File: config.mk
export PLATFORM = sky130hd
export DESIGN_NAME = mem_router
export DESIGN_NICKNAME = d
export VERILOG_FILES = /design/src/rtl/mem_router.sv
export SDC_FILE = /design/constraint.sdc
export NUM_CORES = 1
export LEC_CHECK = 0
export CAP_MARGIN = 20
export CELL_PAD_IN_SITES_DETAIL_PLACEMENT = 1
export CELL_PAD_IN_SITES_GLOBAL_PLACEMENT = 1
export CORE_ASPECT_RATIO = 0.7
export CORE_MARGIN = 2
export CORE_UTILIZATION = 26
export CTS_BUF_LIST = sky130_fd_sc_hd__clkbuf_2
export DETAILED_ROUTE_END_ITERATION = 6
export PLACE_DENSITY_LB_ADDON = 0.1
export SKIP_CTS_REPAIR_TIMING = 1
export SLEW_MARGIN = 0
export SYNTH_ARGS = -nofsm -noshare
export SYNTH_HDL_FRONTEND = slang
export SYNTH_SLANG_ARGS = --single-unit
File: constraint.sdc
create_clock -name clk -period 1.99 [get_ports clk]
set_clock_uncertainty 0.15 [all_clocks]
set_input_delay 0.2985 -clock clk [delete_from_list [all_inputs] [get_ports clk]]
set_output_delay 0.2985 -clock clk [all_outputs]
set_load 0.01 [all_outputs]
File: src/rtl/mem_router.sv
// mem_router: single-master, N-slave memory-mapped router with one outstanding
// transaction, address-region decode, wait states, bus errors and slave timeout.
module mem_router #(
    parameter int unsigned              N_SLAVES = 2,
    parameter logic [32*N_SLAVES-1:0]   BASES    = {32'h0000_1000, 32'h0000_0000},
    parameter logic [32*N_SLAVES-1:0]   MASKS    = {32'hFFFF_F000, 32'hFFFF_F000},
    parameter int unsigned              TIMEOUT  = 255
) (
    input  logic                     clk,
    input  logic                     rst_n,
    input  logic                     m_valid,
    output logic                     m_ready,
    input  logic                     m_we,
    input  logic [31:0]              m_addr,
    input  logic [31:0]              m_wdata,
    input  logic [3:0]               m_wstrb,
    output logic                     m_rvalid,
    output logic [31:0]              m_rdata,
    output logic                     m_err,
    output logic [7:0]               err_cnt,
    output logic [N_SLAVES-1:0]      s_sel,
    output logic                     s_we,
    output logic [31:0]              s_addr,
    output logic [31:0]              s_wdata,
    output logic [3:0]               s_wstrb,
    input  logic [32*N_SLAVES-1:0]   s_rdata,
    input  logic [N_SLAVES-1:0]      s_ready
);

    // Counter only has to reach TIMEOUT-1
    localparam int unsigned CW = (TIMEOUT < 2) ? 1 : $clog2(TIMEOUT);

    typedef enum logic [1:0] {IDLE, BUSY, RESP} state_t;

    state_t                state_q, state_d;
    logic [N_SLAVES-1:0]   sel_q, sel_d;
    logic                  we_q, we_d;
    logic [31:0]           addr_q, addr_d;
    logic [31:0]           wdata_q, wdata_d;
    logic [3:0]            wstrb_q, wstrb_d;
    logic                  rvalid_q, rvalid_d;
    logic [31:0]           rdata_q, rdata_d;
    logic                  err_q, err_d;
    logic [7:0]            err_cnt_q, err_cnt_d;
    logic [CW-1:0]         cnt_q, cnt_d;

    logic                  hit;
    logic [N_SLAVES-1:0]   hit_sel;
    logic                  sel_ready;
    logic [31:0]           sel_rdata;

    // Region decode of the incoming address; lowest matching index wins
    always_comb begin
        hit     = 1'b0;
        hit_sel = '0;
        for (int unsigned i = 0; i < N_SLAVES; i++) begin
            if (!hit && ((m_addr & MASKS[32*i +: 32]) == BASES[32*i +: 32])) begin
                hit        = 1'b1;
                hit_sel[i] = 1'b1;
            end
        end
    end

    // Ready and read data of the currently selected slave only
    always_comb begin
        sel_ready = |(s_ready & sel_q);
        sel_rdata = '0;
        for (int unsigned i = 0; i < N_SLAVES; i++) begin
            if (sel_q[i]) begin
                sel_rdata = sel_rdata | s_rdata[32*i +: 32];
            end
        end
    end

    // Next-state and registered-output computation for the transaction FSM
    always_comb begin
        state_d   = state_q;
        sel_d     = sel_q;
        we_d      = we_q;
        addr_d    = addr_q;
        wdata_d   = wdata_q;
        wstrb_d   = wstrb_q;
        rvalid_d  = 1'b0;
        rdata_d   = rdata_q;
        err_d     = err_q;
        err_cnt_d = err_cnt_q;
        cnt_d     = cnt_q;
        case (state_q)
            IDLE: begin
                if (m_valid) begin
                    we_d    = m_we;
                    addr_d  = m_addr;
                    wdata_d = m_wdata;
                    wstrb_d = m_wstrb;
                    cnt_d   = '0;
                    if (hit) begin
                        state_d = BUSY;
                        sel_d   = hit_sel;
                    end else begin
                        state_d  = RESP;
                        rvalid_d = 1'b1;
                        rdata_d  = '0;
                        err_d    = 1'b1;
                        if (err_cnt_q != 8'hFF) err_cnt_d = err_cnt_q + 8'd1;
                    end
                end
            end
            BUSY: begin
                // A ready on the final timeout cycle still completes normally
                if (sel_ready) begin
                    state_d  = RESP;
                    sel_d    = '0;
                    rvalid_d = 1'b1;
                    rdata_d  = we_q ? 32'h0 : sel_rdata;
                    err_d    = 1'b0;
                end else if (cnt_q == CW'(TIMEOUT - 1)) begin
                    state_d  = RESP;
                    sel_d    = '0;
                    rvalid_d = 1'b1;
                    rdata_d  = '0;
                    err_d    = 1'b1;
                    if (err_cnt_q != 8'hFF) err_cnt_d = err_cnt_q + 8'd1;
                end else begin
                    cnt_d = cnt_q + CW'(1);
                end
            end
            RESP: begin
                state_d = IDLE;
            end
            default: begin
                state_d = IDLE;
                sel_d   = '0;
            end
        endcase
    end

    // State and output registers with synchronous active-low reset
    always_ff @(posedge clk) begin
        if (!rst_n) begin
            state_q   <= IDLE;
            sel_q     <= '0;
            we_q      <= 1'b0;
            addr_q    <= '0;
            wdata_q   <= '0;
            wstrb_q   <= '0;
            rvalid_q  <= 1'b0;
            rdata_q   <= '0;
            err_q     <= 1'b0;
            err_cnt_q <= '0;
            cnt_q     <= '0;
        end else begin
            state_q   <= state_d;
            sel_q     <= sel_d;
            we_q      <= we_d;
            addr_q    <= addr_d;
            wdata_q   <= wdata_d;
            wstrb_q   <= wstrb_d;
            rvalid_q  <= rvalid_d;
            rdata_q   <= rdata_d;
            err_q     <= err_d;
            err_cnt_q <= err_cnt_d;
            cnt_q     <= cnt_d;
        end
    end

    assign m_ready  = rst_n && (state_q == IDLE);
    assign m_rvalid = rvalid_q;
    assign m_rdata  = rdata_q;
    assign m_err    = err_q;
    assign err_cnt  = err_cnt_q;
    assign s_sel    = sel_q;
    assign s_we     = we_q;
    assign s_addr   = addr_q;
    assign s_wdata  = wdata_q;
    assign s_wstrb  = wstrb_q;

endmodule

==> flow_summary.toml, run 1 <==
[outcome]
status = "finished clean"

[logic_synthesis]
ys_ff_latch = 123
synth_area_leaders = "dfxtp_1, nand2_1, a21oi_1"
avgSynthCellArea_sq_um = 7.83
yosysTopAreaCell = "dfxtp_1"
seq_area_frac_synth = 0.478
synth.distinct_cells = 47
synth_top_area_frac = 0.478
async_flop_share = 0
synth-edff-count = 0
syn_inst = 658
syn_nets = 799
syn_area_sq_um = 5150
synthFlopType = "dfxtp_1"
yosysWarnings = 0

[global_route]
first_global_vias = 5832
globalRoute.busiestLayer = "met2"
use_met3 = 0.0695
antenna_found_initial = 1
grt_util_met1 = 0.237
overflow = 0
grt_use_total = 0.187
grt_max_degree = 51
met2_usage = 0.309
grt_pass1_wl_um = 30600

[pwr]
powerDensity_nw_per_um2 = 566
irDropWorstVdd_v = 0.000268
leakagePower_nw = 5.22
power_w = 0.00546

[cts]
cts-root-buf = "clkbuf_2"
cts_tree = "yes"
clkTransAtPathRegs_ps = 200
cts_buffers = 17
cts.sinks = 123
clockBufferDepth = 2
h-tree-depth = 4
clk_latency_ps = 690

[setup_path]
cp-startpoint = "cnt_q[0]"
crit_family = "simple AND/OR/NAND/NOR gates"
worstReg2RegEnd = "err_cnt[5]"
start_kind = "register"
cp_cell_sequence = "inv_2, ha_4, nand3_4, nor4_4, buf_4, o31ai_4, or4_4, a21oi_2"
cp_slowest_stage_delay_ps = 430
path_class = "register to register"
cp_num_cells = 8
arrival_ps = 2470
end_kind = "register"
endpoint = "err_cnt[5]"
r2r_cells = 8
r2r_setup_slack_ps = 10
crit_slowest_cell = "or4_4"
rr_startpoint = "cnt_q[0]"
cp.required_ps = 2480
critPathMaxFanout = 6
crit_buf_inv = 2

[cells_and_area]
layout_commonest_cell = "nand2_1"
area.growth.synth_to_final_pct = 87.4
fin_cells = 1272
layout_common_cells = "nand2_1, clkdlybuf4s50_1, dlymetal6s2s_1"
fillerInstances = 2285
layout-drive-gt1-share = 0.187
fin_nets = 1131
post-route-util = 0.491
seq_area_sq_um = 2540
diodes = 0
multiInputGateArea_sq_um = 2600

[sta]
slew_headroom = 0.640
slew_viol_final = 0
setup_viol = 0
worst_slew_pin_slew_ps = 540
tns_ps = 0
fmax_mhz = 505
finalCritPeriodShare = 0.995
fin_crit_ps = 1980
rsz0062_at_grt = "yes"
hold_violations = 0

[min_path]
hold_class = "input port to register"

[floorplanning]
floorplan.initialDensity = 0.262
die_w_um = 172
ios = 252
core_sq_um = 19600
row_count = 43
chipHeight_um = 122
dieArea_sq_um = 21000

[route]
post_drt_wl_per_cell_um = 17.1
vias = 6028
drc_errors = 0
viasPerCell = 4.74
drt_iter0_drc = 220
wl_um = 21800
drtPass1Iterations = 4
ant_nets = 0

[place]
io_buffers = 251
routabilityCongestion = 0.745
dp_hpwl_um = 14900
placedCellCount = 1178

[flow_run]
drv_cap = 0
-- state kept, by name, indices dropped and copies added (netlist names) --
signal,cells
s_addr,32
state_q,2
s_sel,2
s_wstrb,4
m_rdata,32
s_we,1
s_wdata,32
m_err,1
err_cnt,8
cnt_q,8
m_rvalid,1
-- final cells by class --
cell class              instances  share of cell area
clock buffers                  17             0.00882
inverters                       7             0.00272
flip-flops and latches        123               0.263
clock inverters                14              0.0201
repair buffers                365               0.401
well taps                     270              0.0350
multi-input cells             476               0.269
-- per-stage QoR --
step	worst slack (ps)	hold slack, ps	instance area [sq um]
after global placement	-503	291	8260
after global routing	-94.0	-1.14	9650
after CTS	-563	-119	8540
final	9.50	29.1	9650
after floorplan	59.6	236	5150
after detailed placement	-502	298	8260
-- worst min path at each step --
| stage | cells after the start | endpoint | start |
|---|---|---|---|
| global route | 3 | s_addr[21] | m_addr[21] |
| global placement | 2 | s_addr[5] | s_addr[5] |
| detailed placement | 2 | s_wstrb[2] | s_wstrb[2] |
| floorplan | 1 | s_sel[0] | m_addr[12] |
| CTS | 3 | s_wdata[18] | m_wdata[18] |
| finish | 3 | s_we | m_we |
-- synthesized netlist by cell type, drive strengths merged (2+ instances only) --
| cell type | count |
|---|---|
| nor2 | 78 |
| xnor2 | 6 |
| o21ai | 34 |
| nor2b | 2 |
| or3 | 4 |
| buf | 7 |
| a211oi | 36 |
| inv | 6 |
| nor3 | 7 |
| ha | 3 |
| nand2b | 2 |
| a2111oi | 2 |
| clkbuf | 45 |
| o31ai | 2 |
| a22oi | 33 |
| nand4 | 7 |
| a21oi | 79 |
| nand3 | 7 |
| dfxtp | 123 |
| nor4 | 5 |
| nand2 | 149 |
| a31oi | 2 |
-- cells by family (layout without fill, tap and decap cells) --
logic type,Yosys count,after routing,share of synthesized area
adder cells (fa/ha/maj),3,3,0.00729
buffers and inverters,59,403,0.0445
XOR/XNOR,7,7,0.0119
multiplexers,1,1,0.00194
AO/OA/AOI/OAI,197,197,0.239
AND/OR/NAND/NOR,268,268,0.218
flip-flops,123,123,0.478
-- worst reg2reg max path, stage by stage, from the launching register on --
cell and delay [ps]:
dfxtp_2 370, inv_2 80, ha_4 150, nand3_4 90, nor4_4 290, buf_4 180, o31ai_4 80, or4_4 430
a21oi_2 130
-- report_power, final --
group	switching [W]	internal (W)
Combinational	0.000413	0.000582
Sequential	0.0000524	0.00257
Clock	0.00102	0.000825
-- layer usage --
metal / wire length (um) / vias up
met5: 13 / -
met4: 139 / 2
met3: 1560 / 13
met2: 10400 / 164
met1: 9660 / 2907
li1: - / 2942
No activity file was read; power rests on OpenSTA's default activity.
==> inputs of run 2 (changes only) <==
CTS_CLUSTER_DIAMETER = 30   (was not set)
==> results of run 2 <==
No change in the layout: final DEF, timing and power equal those of run 1.
==> inputs of run 3 (changes only) <==
SLEW_MARGIN = 10   (was 0)
==> results of run 3 <==
No change in the layout: final DEF, timing and power equal those of run 1.
